===== config.mk =====
export PLATFORM = sky130hd
export DESIGN_NAME = pipeline_hazard_controller_flat
export DESIGN_NICKNAME = d
export VERILOG_FILES = /design/src/rtl/pipeline_hazard_controller_if.sv /design/src/rtl/pipeline_hazard_controller.sv /design/src/flat_wrapper.sv
export SDC_FILE = /design/constraint.sdc
export NUM_CORES = 1
export LEC_CHECK = 0
export ABC_AREA = 1
export BUFFER_PORTS_ARGS = -buffer_cell sky130_fd_sc_hd__buf_2
export CAP_MARGIN = 20
export CORE_MARGIN = 8
export CORE_UTILIZATION = 60
export DETAILED_ROUTE_END_ITERATION = 10
export GPL_ROUTABILITY_DRIVEN = 1
export HOLD_SLACK_MARGIN = 0.08
export PLACE_DENSITY = 0.86
export SLEW_MARGIN = 10
export SYNTH_ARGS = -nofsm -noshare
export SYNTH_HDL_FRONTEND = slang
export SYNTH_SLANG_ARGS = --single-unit

===== constraint.sdc =====
create_clock -name clk -period 3.1 [get_ports clk]
set_clock_uncertainty 0.15 [all_clocks]
set_input_delay 0 -clock clk [delete_from_list [all_inputs] [get_ports clk]]
set_output_delay 0 -clock clk [all_outputs]
set_load 0.01 [all_outputs]

===== src/rtl/pipeline_hazard_controller_if.sv =====
`default_nettype none
// ============================================================================
// Module  : pipeline_hazard_controller_if
// Brief   : Signal bundle between the pipeline datapath and its hazard control.
// Revision: 1.0 - initial release
// ============================================================================
interface pipeline_hazard_controller_if #(
   parameter int CNT_WIDTH = 32
);
   logic                 if_valid;
   logic                 id_uses_rs1;
   logic                 id_uses_rs2;
   logic                 rs1_data_forwarded;
   logic                 rs2_data_forwarded;
   logic [3:0]           rs1;
   logic [3:0]           rs2;
   logic [3:0]           rd_EX;
   logic [3:0]           rd_MEMPREP;
   logic [3:0]           rd_MEMEX;
   logic                 regfile_we_EX;
   logic                 regfile_we_MEMPREP;
   logic                 regfile_we_MEMEX;
   logic                 id_is_drain;
   logic                 branch_taken_EX;
   logic                 lsu_busy;

   logic                 stall_IF;
   logic                 stall_ID;
   logic                 bubble_EX;
   logic                 flush_ID;
   logic                 stall_EX_MEM;
   logic                 bubble_WB;
   logic                 redirect;
   logic                 valid_ID;
   logic                 valid_EX;
   logic                 valid_MEMPREP;
   logic                 valid_MEMEX;
   logic                 valid_WB;
   logic                 mem_timeout_err;
   logic [CNT_WIDTH-1:0] stall_cycles;
   logic [CNT_WIDTH-1:0] flush_count;

   modport master (
      output if_valid, id_uses_rs1, id_uses_rs2, rs1_data_forwarded, rs2_data_forwarded,
             rs1, rs2, rd_EX, rd_MEMPREP, rd_MEMEX,
             regfile_we_EX, regfile_we_MEMPREP, regfile_we_MEMEX,
             id_is_drain, branch_taken_EX, lsu_busy,
      input  stall_IF, stall_ID, bubble_EX, flush_ID, stall_EX_MEM, bubble_WB, redirect,
             valid_ID, valid_EX, valid_MEMPREP, valid_MEMEX, valid_WB,
             mem_timeout_err, stall_cycles, flush_count
   );

   modport slave (
      input  if_valid, id_uses_rs1, id_uses_rs2, rs1_data_forwarded, rs2_data_forwarded,
             rs1, rs2, rd_EX, rd_MEMPREP, rd_MEMEX,
             regfile_we_EX, regfile_we_MEMPREP, regfile_we_MEMEX,
             id_is_drain, branch_taken_EX, lsu_busy,
      output stall_IF, stall_ID, bubble_EX, flush_ID, stall_EX_MEM, bubble_WB, redirect,
             valid_ID, valid_EX, valid_MEMPREP, valid_MEMEX, valid_WB,
             mem_timeout_err, stall_cycles, flush_count
   );
endinterface
`default_nettype wire


===== src/rtl/pipeline_hazard_controller.sv =====
`default_nettype none
// ============================================================================
// Module  : pipeline_hazard_controller
// Brief   : Stall/bubble/flush sequencing and stage valid tracking for the
//           six-stage RV32E pipeline (IF, ID, EX, MEMPREP, MEMEX, WB).
// Revision: 1.0 - initial release
// ============================================================================
module pipeline_hazard_controller #(
   parameter int CNT_WIDTH   = 32,
   parameter int MEM_TIMEOUT = 255
) (
   input  wire logic                   clk,
   input  wire logic                   rst_n,
   pipeline_hazard_controller_if.slave bus
);
   localparam int                  c_WAIT_W   = $clog2(MEM_TIMEOUT + 1);
   localparam logic [c_WAIT_W-1:0] c_WAIT_MAX = c_WAIT_W'(MEM_TIMEOUT);
   localparam logic [c_WAIT_W-1:0] c_WAIT_HIT = c_WAIT_W'(MEM_TIMEOUT - 1);

   typedef enum logic [1:0] {
      ST_RUN      = 2'd0,
      ST_MEM_WAIT = 2'd1,
      ST_DRAIN    = 2'd2
   } state_t;

   state_t               r_state;
   logic [c_WAIT_W-1:0]  r_wait_cnt;
   logic                 r_timeout_err;
   logic                 r_valid_ID;
   logic                 r_valid_EX;
   logic                 r_valid_MEMPREP;
   logic                 r_valid_MEMEX;
   logic                 r_valid_WB;
   logic [CNT_WIDTH-1:0] r_stall_cycles;
   logic [CNT_WIDTH-1:0] r_flush_count;

   logic w_wr_EX, w_wr_MEMPREP, w_wr_MEMEX;
   logic w_rs1_hit, w_rs2_hit;
   logic w_hazard, w_back_busy, w_drain_req;
   logic w_mem_stall, w_branch, w_id_stall, w_stall_IF;

   // Only a valid producer with its write enable set can create a dependency.
   assign w_wr_EX      = r_valid_EX      & bus.regfile_we_EX;
   assign w_wr_MEMPREP = r_valid_MEMPREP & bus.regfile_we_MEMPREP;
   assign w_wr_MEMEX   = r_valid_MEMEX   & bus.regfile_we_MEMEX;

   assign w_rs1_hit = bus.id_uses_rs1 && (bus.rs1 != 4'd0) && !bus.rs1_data_forwarded &&
                      ((w_wr_EX      && (bus.rs1 == bus.rd_EX))      ||
                       (w_wr_MEMPREP && (bus.rs1 == bus.rd_MEMPREP)) ||
                       (w_wr_MEMEX   && (bus.rs1 == bus.rd_MEMEX)));
   assign w_rs2_hit = bus.id_uses_rs2 && (bus.rs2 != 4'd0) && !bus.rs2_data_forwarded &&
                      ((w_wr_EX      && (bus.rs2 == bus.rd_EX))      ||
                       (w_wr_MEMPREP && (bus.rs2 == bus.rd_MEMPREP)) ||
                       (w_wr_MEMEX   && (bus.rs2 == bus.rd_MEMEX)));

   assign w_hazard    = r_valid_ID & (w_rs1_hit | w_rs2_hit);
   assign w_back_busy = r_valid_EX | r_valid_MEMPREP | r_valid_MEMEX | r_valid_WB;
   assign w_drain_req = r_valid_ID & bus.id_is_drain & w_back_busy;

   assign w_mem_stall = r_valid_MEMEX & bus.lsu_busy;
   assign w_branch    = r_valid_EX & bus.branch_taken_EX & ~w_mem_stall;
   assign w_id_stall  = (w_hazard | w_drain_req) & ~w_branch & ~w_mem_stall;
   assign w_stall_IF  = w_mem_stall | w_id_stall;

   assign bus.stall_IF        = w_stall_IF;
   assign bus.stall_ID        = w_stall_IF;
   assign bus.bubble_EX       = w_branch | w_id_stall;
   assign bus.flush_ID        = w_branch;
   assign bus.stall_EX_MEM    = w_mem_stall;
   assign bus.bubble_WB       = w_mem_stall;
   assign bus.redirect        = w_branch;
   assign bus.valid_ID        = r_valid_ID;
   assign bus.valid_EX        = r_valid_EX;
   assign bus.valid_MEMPREP   = r_valid_MEMPREP;
   assign bus.valid_MEMEX     = r_valid_MEMEX;
   assign bus.valid_WB        = r_valid_WB;
   assign bus.mem_timeout_err = r_timeout_err;
   assign bus.stall_cycles    = r_stall_cycles;
   assign bus.flush_count     = r_flush_count;

   always_ff @(posedge clk or negedge rst_n) begin
      if (!rst_n) begin
         r_state       <= ST_RUN;
         r_wait_cnt    <= '0;
         r_timeout_err <= 1'b0;
      end else begin
         case (r_state)
            ST_RUN: begin
               if (w_mem_stall)
                  r_state <= ST_MEM_WAIT;
               else if (w_drain_req && !w_branch)
                  r_state <= ST_DRAIN;
            end
            ST_MEM_WAIT: begin
               if (!bus.lsu_busy)
                  r_state <= ST_RUN;
            end
            ST_DRAIN: begin
               if (w_mem_stall)
                  r_state <= ST_MEM_WAIT;
               else if (!w_back_busy)
                  r_state <= ST_RUN;
            end
            default: r_state <= ST_RUN;
         endcase

         // Wait counter saturates; the error latches on the cycle it hits the limit.
         if (r_state == ST_MEM_WAIT && bus.lsu_busy) begin
            if (r_wait_cnt != c_WAIT_MAX)
               r_wait_cnt <= r_wait_cnt + c_WAIT_W'(1);
            if (r_wait_cnt == c_WAIT_HIT)
               r_timeout_err <= 1'b1;
         end else begin
            r_wait_cnt <= '0;
         end
      end
   end

   always_ff @(posedge clk or negedge rst_n) begin
      if (!rst_n) begin
         r_valid_ID      <= 1'b0;
         r_valid_EX      <= 1'b0;
         r_valid_MEMPREP <= 1'b0;
         r_valid_MEMEX   <= 1'b0;
         r_valid_WB      <= 1'b0;
         r_stall_cycles  <= '0;
         r_flush_count   <= '0;
      end else begin
         if (w_mem_stall) begin
            r_valid_WB <= 1'b0;
         end else begin
            r_valid_WB      <= r_valid_MEMEX;
            r_valid_MEMEX   <= r_valid_MEMPREP;
            r_valid_MEMPREP <= r_valid_EX;
            if (w_branch) begin
               r_valid_EX <= 1'b0;
               r_valid_ID <= 1'b0;
            end else if (w_id_stall) begin
               r_valid_EX <= 1'b0;
            end else begin
               r_valid_EX <= r_valid_ID;
               r_valid_ID <= bus.if_valid;
            end
         end
         if (w_stall_IF)
            r_stall_cycles <= r_stall_cycles + CNT_WIDTH'(1);
         if (w_branch)
            r_flush_count <= r_flush_count + CNT_WIDTH'(1);
      end
   end
endmodule
`default_nettype wire


===== src/flat_wrapper.sv =====
// flat-port wrapper written by rule: the top's interface ports become plain ports
module pipeline_hazard_controller_flat 
#(
   parameter int CNT_WIDTH   = 32,
   parameter int MEM_TIMEOUT = 255
)
  (clk, rst_n, bus_if_valid, bus_id_uses_rs1, bus_id_uses_rs2, bus_rs1_data_forwarded, bus_rs2_data_forwarded, bus_rs1, bus_rs2, bus_rd_EX, bus_rd_MEMPREP, bus_rd_MEMEX, bus_regfile_we_EX, bus_regfile_we_MEMPREP, bus_regfile_we_MEMEX, bus_id_is_drain, bus_branch_taken_EX, bus_lsu_busy, bus_stall_IF, bus_stall_ID, bus_bubble_EX, bus_flush_ID, bus_stall_EX_MEM, bus_bubble_WB, bus_redirect, bus_valid_ID, bus_valid_EX, bus_valid_MEMPREP, bus_valid_MEMEX, bus_valid_WB, bus_mem_timeout_err, bus_stall_cycles, bus_flush_count);
  pipeline_hazard_controller_if #(.CNT_WIDTH(CNT_WIDTH)) bus_i ();
  input  wire logic clk;
  input  wire logic rst_n;
  input wire logic [$bits(bus_i.if_valid)-1:0] bus_if_valid;
  input wire logic [$bits(bus_i.id_uses_rs1)-1:0] bus_id_uses_rs1;
  input wire logic [$bits(bus_i.id_uses_rs2)-1:0] bus_id_uses_rs2;
  input wire logic [$bits(bus_i.rs1_data_forwarded)-1:0] bus_rs1_data_forwarded;
  input wire logic [$bits(bus_i.rs2_data_forwarded)-1:0] bus_rs2_data_forwarded;
  input wire logic [$bits(bus_i.rs1)-1:0] bus_rs1;
  input wire logic [$bits(bus_i.rs2)-1:0] bus_rs2;
  input wire logic [$bits(bus_i.rd_EX)-1:0] bus_rd_EX;
  input wire logic [$bits(bus_i.rd_MEMPREP)-1:0] bus_rd_MEMPREP;
  input wire logic [$bits(bus_i.rd_MEMEX)-1:0] bus_rd_MEMEX;
  input wire logic [$bits(bus_i.regfile_we_EX)-1:0] bus_regfile_we_EX;
  input wire logic [$bits(bus_i.regfile_we_MEMPREP)-1:0] bus_regfile_we_MEMPREP;
  input wire logic [$bits(bus_i.regfile_we_MEMEX)-1:0] bus_regfile_we_MEMEX;
  input wire logic [$bits(bus_i.id_is_drain)-1:0] bus_id_is_drain;
  input wire logic [$bits(bus_i.branch_taken_EX)-1:0] bus_branch_taken_EX;
  input wire logic [$bits(bus_i.lsu_busy)-1:0] bus_lsu_busy;
  output wire logic [$bits(bus_i.stall_IF)-1:0] bus_stall_IF;
  output wire logic [$bits(bus_i.stall_ID)-1:0] bus_stall_ID;
  output wire logic [$bits(bus_i.bubble_EX)-1:0] bus_bubble_EX;
  output wire logic [$bits(bus_i.flush_ID)-1:0] bus_flush_ID;
  output wire logic [$bits(bus_i.stall_EX_MEM)-1:0] bus_stall_EX_MEM;
  output wire logic [$bits(bus_i.bubble_WB)-1:0] bus_bubble_WB;
  output wire logic [$bits(bus_i.redirect)-1:0] bus_redirect;
  output wire logic [$bits(bus_i.valid_ID)-1:0] bus_valid_ID;
  output wire logic [$bits(bus_i.valid_EX)-1:0] bus_valid_EX;
  output wire logic [$bits(bus_i.valid_MEMPREP)-1:0] bus_valid_MEMPREP;
  output wire logic [$bits(bus_i.valid_MEMEX)-1:0] bus_valid_MEMEX;
  output wire logic [$bits(bus_i.valid_WB)-1:0] bus_valid_WB;
  output wire logic [$bits(bus_i.mem_timeout_err)-1:0] bus_mem_timeout_err;
  output wire logic [$bits(bus_i.stall_cycles)-1:0] bus_stall_cycles;
  output wire logic [$bits(bus_i.flush_count)-1:0] bus_flush_count;
  assign bus_i.if_valid = bus_if_valid;
  assign bus_i.id_uses_rs1 = bus_id_uses_rs1;
  assign bus_i.id_uses_rs2 = bus_id_uses_rs2;
  assign bus_i.rs1_data_forwarded = bus_rs1_data_forwarded;
  assign bus_i.rs2_data_forwarded = bus_rs2_data_forwarded;
  assign bus_i.rs1 = bus_rs1;
  assign bus_i.rs2 = bus_rs2;
  assign bus_i.rd_EX = bus_rd_EX;
  assign bus_i.rd_MEMPREP = bus_rd_MEMPREP;
  assign bus_i.rd_MEMEX = bus_rd_MEMEX;
  assign bus_i.regfile_we_EX = bus_regfile_we_EX;
  assign bus_i.regfile_we_MEMPREP = bus_regfile_we_MEMPREP;
  assign bus_i.regfile_we_MEMEX = bus_regfile_we_MEMEX;
  assign bus_i.id_is_drain = bus_id_is_drain;
  assign bus_i.branch_taken_EX = bus_branch_taken_EX;
  assign bus_i.lsu_busy = bus_lsu_busy;
  assign bus_stall_IF = bus_i.stall_IF;
  assign bus_stall_ID = bus_i.stall_ID;
  assign bus_bubble_EX = bus_i.bubble_EX;
  assign bus_flush_ID = bus_i.flush_ID;
  assign bus_stall_EX_MEM = bus_i.stall_EX_MEM;
  assign bus_bubble_WB = bus_i.bubble_WB;
  assign bus_redirect = bus_i.redirect;
  assign bus_valid_ID = bus_i.valid_ID;
  assign bus_valid_EX = bus_i.valid_EX;
  assign bus_valid_MEMPREP = bus_i.valid_MEMPREP;
  assign bus_valid_MEMEX = bus_i.valid_MEMEX;
  assign bus_valid_WB = bus_i.valid_WB;
  assign bus_mem_timeout_err = bus_i.mem_timeout_err;
  assign bus_stall_cycles = bus_i.stall_cycles;
  assign bus_flush_count = bus_i.flush_count;
  pipeline_hazard_controller #(.CNT_WIDTH(CNT_WIDTH), .MEM_TIMEOUT(MEM_TIMEOUT)) u_core (.clk(clk), .rst_n(rst_n), .bus(bus_i));
endmodule

==> impl_metrics.json, run 1 <==
{
  "power_leakage_nw": 3.17,
  "slowest_delay_ns": 0.55,
  "post-cts-setup-buffers": 0,
  "max-cap-violations": 0,
  "coreArea_um2": 8260,
  "critPathArrivalTime_ns": 2.38,
  "cp.required_ns": 2.95,
  "initial_core_util_pct": 61.9,
  "rows": 33,
  "timing.rr.start": "u_core.bus.valid_MEMEX",
  "synth_edf_count": 0,
  "worst_pin_slew_ns": 0.717,
  "drc": 0,
  "synth_cell_types": 35,
  "wl_per_cell_um": 15.6,
  "grt_pass1_vias": 5000,
  "ir_drop_mv": 0.302,
  "ctsRootBufferMaster": "clkbuf_8",
  "cpLargestDelayFamily": "simple AND/OR/NAND/NOR gates",
  "clk_pin_slew_ns": 0.09,
  "synth_ff_type": "dfrtp_1",
  "p_per_area_nw_per_um2": 527,
  "synth-seq-cells": 80,
  "worst_path_max_delay_cell": "nand3_2",
  "cts_buffer_depth": 2,
  "area_delta_synth_final_pct": 17.3,
  "numCtsBuffers": 9,
  "grt_max_degree": 81,
  "synth_cells": 706,
  "cp.depth": 7,
  "htreeDepth": 3,
  "final_util_pct": 72.6,
  "grt_pass1_wl_um": 23500,
  "antennaDiodeCount": 0,
  "post-synth-top-area-cell": "dfrtp_1",
  "synth.area.top_cells": "dfrtp_1 39%, nand2_1 17%, xor2_1 6.9%",
  "reg2reg_depth": 8,
  "tritoncts": "yes",
  "slew_headroom_pct": 52.2,
  "crit_chain": "nand2_2 > nand3_4 > inv_2 > nor2_2 > nand3_2 > nand3_2 > buf_2",
  "rr_endpoint": "u_core.bus.stall_cycles[4]",
  "hpwlAfterDp_um": 10700,
  "status": "completed",
  "drt_iter0_drc": 268,
  "period_needed_ns": 2.53,
  "fmax_mhz": 395,
  "drtAntennaViolNets": 0,
  "end_kind": "primary output",
  "tns_ns": 0,
  "synth_top_area_share_pct": 39.2,
  "routed_wl_um": 14500,
  "async_flop_share_pct": 100,
  "clk_latency_ns": 0.36,
  "finalSetupViolCount": 0,
  "fp.dieW_um": 108,
  "synthTopCellsByCount": "235 x nand2_1, 80 x dfrtp_1, 74 x inv_1, 70 x nor2_1, 43 x nand4_1",
  "syn_nets": 743,
  "setup_ws_ns": 0.570,
  "crit_top_cell": "nand3_2",
  "syn_avg_cell_area_um2": 7.24,
  "slew_violations": 0,
  "port_buffers": 109,
  "synth.cell_area_um2": 5110,
  "first_pass_iters": 5,
  "reg2reg_slack_ns": 0.85,
  "grtUsageTotal_pct": 24.7,
  "cp-start-kind": "flop",
  "num_vias": 5047,
  "cp-endpoint": "bus_stall_ID",
  "die_h_um": 108,
  "startpoint": "u_core.bus.valid_MEMEX",
  "worstSetupPathType": "reg -> out",
  "dieArea_um2": 11700,
  "nNetsFinal": 854,
  "pre_cts_slack_ns": 0.889,
  "min_path_type": "in -> reg",
  "rsz0062_at_grt": "false",
  "yosysMostFrequentCell": "nand2_1",
  "fin_crit_sh_pct": 81.6,
  "grt_overflow": 0,
  "clock-sinks": 80,
  "hold_violations": 0,
  "viasPerCell": 5.44,
  "drive_gt1_share_pct": 18.1,
  "yosysSeqAreaShare_pct": 39.2,
  "crit_fanout": 35,
  "cp.buffers_inverters": 2,
  "ys_warn_count": 0,
  "num_io_pins": 110,
  "grt_antenna_before_repair": 0,
  "routabilityCongestion": 0.953
}
-- logic make-up (layout without fill, tap and decap cells) --
group           count (synthesis)  count (layout)  share of synthesized area (%)
flops                          80              80                           39.2
simple gates                  442             442                           38.8
xor+xnor                       62              62                           10.6
buf+inv                        93             209                           7.52
compound gates                 25              25                           2.89
fa+ha+maj                       4               4                          0.979
-- cell type report --
cell class                      instances  area (um^2)
Fill cell                             668         2260
Inverter                               75          282
Multi-Input combinational cell        533         2730
Tap cell                              105          131
Timing Repair Buffer                  118          648
Sequential cell                        80         2000
Clock inverter                          6         67.6
Clock buffer                           10          138
-- state kept, by name, summed over array words and instances, names as in the netlist --
| name | cells |
|---|---|
| u_core.bus.flush_count | 32 |
| u_core.bus.stall_cycles | 32 |
| u_core.r_wait_cnt | 8 |
| u_core.r_state | 2 |
| u_core.bus.mem_timeout_err | 1 |
| u_core.bus.valid_EX | 1 |
| u_core.bus.valid_ID | 1 |
| u_core.bus.valid_MEMEX | 1 |
| u_core.bus.valid_MEMPREP | 1 |
| u_core.bus.valid_WB | 1 |
-- how the worst min path moves through the flow --
stage / to / cells after the start / from / slack, ns
after floorplan: u_core.bus.flush_count[0] / 0 / rst_n / -0.45
after global placement: u_core.bus.valid_WB / 2 / bus_lsu_busy / 0.06
after detailed placement: u_core.bus.valid_WB / 2 / bus_lsu_busy / 0.06
final: u_core.bus.stall_cycles[17] / 5 / bus_id_is_drain / 0.17
after global routing: u_core.bus.stall_cycles[17] / 5 / bus_id_is_drain / 0.18
after CTS: u_core.bus.stall_cycles[17] / 5 / bus_id_is_drain / 0.17
-- per-stage QoR --
stage	power, mW	instances	instance area [um^2]	hold WS [ns]
4_1_cts	3.15	925	5960	0.171
5_1_grt	3.35	927	5990	0.183
6_report	3.16	927	5990	0.174
3_3_place_gp	2.30	905	5710	0.0632
3_5_place_dp	2.35	905	5710	0.0594
2_1_floorplan	2.00	706	5110	-0.446
-- worst register-to-register path: cells and delay by family, from the launching register on --
kind	cells	cell delay, ns
buffers and inverters	1	0.24
and+or+nand+nor	7	1.31
DFF	1	0.43
-- metal layers --
layer | vias to the layer above | routed length (um) | track usage [%]
met5 | - | 0 | 0
met4 | 0 | 166 | 5.77
met3 | 21 | 1050 | 4.76
met2 | 182 | 7380 | 43.7
met1 | 2357 | 5860 | 30.2
li1 | 2487 | - | -
-- layout by cell type, fill, tap and decap left out, drive strengths merged --
master       count
dfrtp           80
inv             76
o21ai           12
clkinvlp         2
xnor2           22
ha               4
a31oi            3
o22ai            1
clkinv           2
nand2          240
nand4           44
buf            113
nand3           38
bufinv           1
nor3b            1
o21bai           1
clkbuf          10
nand3b           3
a21oi            3
xor2            40
dlygate4sd3      5
o32ai            1
nor3            31
nor4             7
o31ai            1
nor2            78
a211oi           2
a311oi           1
-- report_power, final --
part	internal [mW]	total [mW]	switching, mW
Combinational	0.319	0.977	0.658
Sequential	1.18	1.37	0.189
Clock	0.397	0.813	0.416
Total	1.90	3.16	1.26
-- repair_timing --
action,in CTS,in global routing
hold endpoints to repair,97,14
gates resized for setup,0,0
hold buffers,4,1
Power figures use the tool's default switching activity.
==> inputs of run 2 (changes only) <==
--- a/config.mk
+++ b/config.mk
@@ -9,11 +9,11 @@
 export BUFFER_PORTS_ARGS = -buffer_cell sky130_fd_sc_hd__buf_2
 export CAP_MARGIN = 20
 export CORE_MARGIN = 8
-export CORE_UTILIZATION = 60
+export CORE_UTILIZATION = 50
 export DETAILED_ROUTE_END_ITERATION = 10
 export GPL_ROUTABILITY_DRIVEN = 1
 export HOLD_SLACK_MARGIN = 0.08
-export PLACE_DENSITY = 0.86
+export PLACE_DENSITY = 0.76
 export SLEW_MARGIN = 10
 export SYNTH_ARGS = -nofsm -noshare
 export SYNTH_HDL_FRONTEND = slang
==> constraint.sdc (replaced) <==
create_clock -name clk -period 2.05 [get_ports clk]
set_clock_uncertainty 0.15 [all_clocks]
set_input_delay 0 -clock clk [delete_from_list [all_inputs] [get_ports clk]]
set_output_delay 0 -clock clk [all_outputs]
set_load 0.01 [all_outputs]
==> impl_metrics.json, run 2 (synthesis results as in run 1) <==
{
  "grtUsageTotal_pct": 22.7,
  "htreeDepth": 3,
  "coreArea_um2": 10100,
  "hold_ws_ns": 0.106,
  "crit_fanout": 6,
  "routed_wl_um": 15100,
  "multi_input_area_um2": 2790,
  "area_delta_synth_final_pct": 24.2,
  "worstSetupPathType": "reg -> out",
  "wl_per_cell_um": 15.4,
  "fin_crit_sh_pct": 94.7,
  "initial_core_util_pct": 50.4,
  "tns_ns": 0,
  "cp-start-kind": "flop",
  "end_kind": "primary output",
  "power.switching_mw": 2.02,
  "clock-sinks": 80,
  "period_needed_ns": 1.94,
  "ir_drop_mv": 0.658,
  "fp.dieW_um": 117,
  "viasPerCell": 5.39,
  "place_area_um2": 5940,
  "p_per_area_nw_per_um2": 790,
  "drive_gt1_share_pct": 20.8,
  "antennaDiodeCount": 0,
  "clock_power_share_pct": 22.6,
  "reg2reg_slack_ns": 0.13,
  "power.internal_mw": 3.00,
  "hold_violations": 0,
  "rows": 37,
  "final_util_pct": 62.6,
  "port_buffers": 109,
  "p_comb_share_pct": 37.2,
  "drtAntennaViolNets": 0,
  "tritoncts": "yes",
  "worstHoldStart": "bus_id_uses_rs2",
  "cts_buffer_depth": 2,
  "drt_iter0_drc": 419,
  "startpoint": "u_core.bus.valid_EX",
  "swShare_pct": 40.2,
  "cp.required_ns": 1.90,
  "slew_headroom_pct": 67.9,
  "timing.rr.start": "u_core.bus.flush_count[0]",
  "dieArea_um2": 13700,
  "finalSetupViolCount": 0,
  "fin_area_um2": 6350,
  "finalPower_mw": 5.01,
  "fill_cells": 929,
  "hpwlAfterDp_um": 11200,
  "sequentialPowerShare_pct": 40.2,
  "critPathArrivalTime_ns": 1.79,
  "worst_pin_slew_ns": 0.478,
  "grt_max_degree": 51,
  "drc": 0,
  "max-cap-violations": 0,
  "ctsRootBufferMaster": "clkbuf_8",
  "fmax_mhz": 515,
  "grt_pass1_wl_um": 24600,
  "grt_antenna_before_repair": 0,
  "nNetsFinal": 882,
  "seq_area_um2": 2000,
  "grt_pass1_vias": 5105,
  "numCtsBuffers": 9,
  "first_pass_iters": 5,
  "final_common_cell": "nand2_1",
  "final_cell_mix": "233 x nand2_1, 106 x buf_2, 80 x dfrtp_1, 74 x inv_1, 70 x nor2_1",
  "routabilityCongestion": 0.908,
  "num_io_pins": 110,
  "slew_violations": 0,
  "power_leakage_nw": 3.36,
  "min_path_type": "in -> reg",
  "die_h_um": 117,
  "clk_latency_ns": 0.36,
  "grt_overflow": 0,
  "status": "completed",
  "num_vias": 5317,
  "clk_pin_slew_ns": 0.09
}
-- run 2: cell count changes in the layout (fill, tap and decap cells not counted), moves of 2 or more --
cell,before,now
buf_6,0,2
nand3_2,2,0
nor2_2,3,0
nand2_1,235,233
buf_2,108,106
buf_12,0,3
buf_4,4,26
dlygate4sd3_1,5,8
nor2_4,5,8
nand3_4,1,3
-- run 2: layout make-up --
class                           instances  area share [%]
Clock buffer                           10            2.17
Clock inverter                          6           0.788
Inverter                               75            4.43
Multi-Input combinational cell        533            43.9
Sequential cell                        80            31.5
Tap cell                              136            2.68
Timing Repair Buffer                  146            14.5
-- run 2: final timing paths --
kind,cells after the start,end
hold reg to reg,1,u_core.bus.flush_count[31]
setup reg to reg,10,u_core.bus.flush_count[22]
min in group asynchronous,4,u_core.bus.stall_cycles[5]
setup / recovery,7,bus_bubble_EX
hold / removal,8,u_core.bus.valid_EX
max in group asynchronous,4,u_core.bus.flush_count[12]
-- run 2: timing repair --
action / 4_1_cts / 5_1_grt
endpoints found under the setup margin: 2 / 27
pin swaps: 0 / 1
hold endpoints to repair: 101 / 0
resized for setup: 1 / 13
setup buffers: 3 / 2
gates cloned: 1 / 0
hold buffers: 9 / 0
-- run 2: per-stage QoR --
| stage | std cells | setup WS, ns |
|---|---|---|
| 4_1_cts | 985 | 0.0135 |
| 2_1_floorplan | 706 | 0.244 |
| 3_3_place_gp | 956 | 0.229 |
| 5_1_grt | 986 | -0.00539 |
| 3_5_place_dp | 956 | 0.116 |
| 6_report | 986 | 0.109 |
-- run 2: power groups by stage --
| stage | combinational [mW] | clock (mW) | sequential [mW] |
|---|---|---|---|
| 4_1_cts | 1.83 | 1.16 | 2.02 |
| 6_report | 1.87 | 1.13 | 2.02 |
| 2_1_floorplan | 0.911 | 0 | 2.12 |
| 5_1_grt | 2.06 | 1.22 | 2.05 |
| 3_5_place_dp | 1.65 | 0 | 2.05 |
| 3_3_place_gp | 1.61 | 0 | 2.04 |
-- run 2: worst max-delay path, cell delays in order, from the launching register on --
cell,delay (ns)
dfrtp_1,0.41
buf_4,0.15
nand3_4,0.15
inv_2,0.08
nor2_4,0.17
nand3_4,0.13
a31oi_4,0.22
buf_6,0.13
-- run 2: routing by layer --
layer / up-vias / global-route usage (%) / part of all wire (%)
li1: 2557 / - / -
met1: 2532 / 27.7 / 42
met2: 201 / 39.1 / 50
met3: 27 / 3.75 / 6.1
met4: 0 / 9.47 / 2.5
met5: - / 0 / 0
==> inputs of run 3 (changes only) <==
--- a/config.mk
+++ b/config.mk
@@ -8,12 +8,14 @@
 export ABC_AREA = 1
 export BUFFER_PORTS_ARGS = -buffer_cell sky130_fd_sc_hd__buf_2
 export CAP_MARGIN = 20
+export CELL_PAD_IN_SITES_DETAIL_PLACEMENT = 0
+export CELL_PAD_IN_SITES_GLOBAL_PLACEMENT = 2
 export CORE_MARGIN = 8
-export CORE_UTILIZATION = 50
+export CORE_UTILIZATION = 33
 export DETAILED_ROUTE_END_ITERATION = 10
 export GPL_ROUTABILITY_DRIVEN = 1
 export HOLD_SLACK_MARGIN = 0.08
-export PLACE_DENSITY = 0.76
+export PLACE_DENSITY = 0.85
 export SLEW_MARGIN = 10
 export SYNTH_ARGS = -nofsm -noshare
 export SYNTH_HDL_FRONTEND = slang
==> constraint.sdc (replaced) <==
create_clock -name clk -period 2.3 [get_ports clk]
set_clock_uncertainty 0.15 [all_clocks]
set_input_delay 0 -clock clk [delete_from_list [all_inputs] [get_ports clk]]
set_output_delay 0 -clock clk [all_outputs]
set_load 0.01 [all_outputs]
==> impl_metrics.json, run 3 (synthesis results as in run 1) <==
{
  "cp.required_ns": 2.15,
  "max-cap-violations": 0,
  "grt_antenna_before_repair": 0,
  "cts_buffer_depth": 2,
  "worstSetupPathType": "reg -> out",
  "finalSetupViolCount": 0,
  "slowest_delay_ns": 0.43,
  "cp.buffers_inverters": 3,
  "rr_endpoint": "u_core.bus.stall_cycles[24]",
  "place_inst": 999,
  "port_buffers": 109,
  "clk_pin_slew_ns": 0.06,
  "fill_cells": 1594,
  "cpLargestDelayFamily": "simple AND/OR/NAND/NOR gates",
  "final_common_cell": "nand2_1",
  "crit_chain": "nand2_1 > inv_1 > nand2_1 > nor2_1 > nand3_1 > nand3_1 > nand2_1 > nand2_1 > nand2_2 > nand3_4 > buf_12 > buf_2",
  "nNetsFinal": 866,
  "post-cts-setup-buffers": 0,
  "tns_ns": 0,
  "crit_fanout": 17,
  "worst_pin_slew_ns": 0.879,
  "critPathArrivalTime_ns": 1.95,
  "setup_ws_ns": 0.204,
  "final_cell_mix": "235 x nand2_1, 108 x buf_2, 79 x dfrtp_1, 74 x inv_1, 70 x nor2_1",
  "drtAntennaViolNets": 0,
  "rsz0062_at_grt": "false",
  "layoutNonFillerInstCount": 1022,
  "grt_pass1_wl_um": 26700,
  "finalPower_mw": 4.92,
  "reg2reg_slack_ns": 0.23,
  "routabilityCongestion": 0.891,
  "grtUsageTotal_pct": 16.7,
  "drc": 0,
  "slew_violations": 0,
  "first_pass_iters": 4,
  "wl_per_cell_um": 15.9,
  "clock-sinks": 80,
  "numCtsBuffers": 9,
  "num_vias": 4999,
  "clk_latency_ns": 0.35,
  "viasPerCell": 4.89,
  "drive_gt1_share_pct": 19.2,
  "htreeDepth": 3,
  "drt_iter0_drc": 236,
  "power_leakage_nw": 3.30,
  "rows": 45,
  "pre_cts_slack_ns": 0.250,
  "worst_path_max_delay_cell": "dfrtp_2",
  "grt_pass1_vias": 5131,
  "startpoint": "u_core.bus.valid_EX",
  "fmax_mhz": 477,
  "fp.dieW_um": 140,
  "p_per_area_nw_per_um2": 775,
  "seq_area_um2": 2000,
  "area_delta_synth_final_pct": 24.2,
  "coreArea_um2": 15100,
  "routed_wl_um": 16300,
  "reg2reg_depth": 9,
  "antennaDiodeCount": 0,
  "grt_max_degree": 42,
  "fin_crit_sh_pct": 91.1,
  "final_util_pct": 41.9,
  "ir_drop_mv": 0.425,
  "ctsRootBufferMaster": "clkbuf_16",
  "slew_headroom_pct": 41.2,
  "crit_top_cell": "nand2_1",
  "num_io_pins": 110,
  "end_kind": "primary output",
  "cp-start-kind": "flop",
  "multi_input_area_um2": 2730,
  "tritoncts": "yes",
  "initial_core_util_pct": 33.7,
  "timing.rr.start": "u_core.bus.stall_cycles[0]",
  "period_needed_ns": 2.10,
  "dieArea_um2": 19700,
  "status": "completed",
  "die_h_um": 140,
  "grt_overflow": 0,
  "min_path_type": "in -> async",
  "hold_violations": 0,
  "hpwlAfterDp_um": 12200
}
-- run 3: changes by cell type in the layout (fill, tap and decap cells not counted), moves of 2 or more --
cell	change
buf_2	+2
bufinv_16	+2
clkbuf_8	-9
buf_6	-2
inv_6	-2
buf_4	-13
clkbuf_1	+2
clkbuf_16	+10
nand2_1	+2
nor2_4	-3
clkinvlp_4	-2
nor2_2	+3
dlygate4sd3_1	-3
-- run 3: how the worst max path moves through the flow --
stage          cells after the start                           to  slack [ns]
6_report                          12                 bus_stall_ID        0.20
5_1_grt                           12                 bus_stall_ID       0.003
2_1_floorplan                     12   u_core.bus.flush_count[27]        0.49
3_5_place_dp                       9  u_core.bus.stall_cycles[24]        0.25
4_1_cts                           12                 bus_stall_ID        0.08
3_3_place_gp                       9  u_core.bus.stall_cycles[24]        0.24
-- run 3: cell type report --
cell class	count	area share (%)
multi-input combinational	533	43.0
sequential	80	31.5
timing repair buffer	130	12.2
inverter	75	4.43
clock buffer	12	3.88
tap	188	3.70
clock inverter	4	1.22
-- run 3: timing repair --
action / 4_1_cts / 5_1_grt
hold buffers: 6 / 0
endpoints found under the setup margin: 0 / 1
gates resized for setup: 0 / 2
hold endpoints to repair: 99 / 0
-- run 3: where the power goes --
part | switching, mW | internal (mW)
Sequential | 0.257 | 1.59
Combinational | 0.937 | 0.530
Clock | 0.614 | 0.986
-- run 3: per-stage QoR --
stage	area [um^2]	hold WS, ns
CTS	6320	0.0904
detailed placement	5920	-0.114
global placement	5920	-0.121
finish	6350	0.0820
global route	6350	0.107
floorplan	5110	-0.446
-- run 3: per-layer routing --
metal / vias to the layer above / part of all wire [%] / GRT usage [%]
li1: 2506 / - / -
met5: - / 0 / 0
met3: 19 / 4.8 / 4.38
met1: 2382 / 45 / 20.4
met4: 0 / 1.3 / 4.36
met2: 92 / 49 / 28.7
-- run 3: worst register-to-register path, stage by stage (launching register included) --
cell,delay [ns]
dfrtp_1,0.45
ha_1,0.32
nand2_1,0.14
nor2_1,0.27
nand2_1,0.21
inv_1,0.09
nand2_1,0.08
xnor2_1,0.14
nand2_1,0.07
nand2_1,0.05
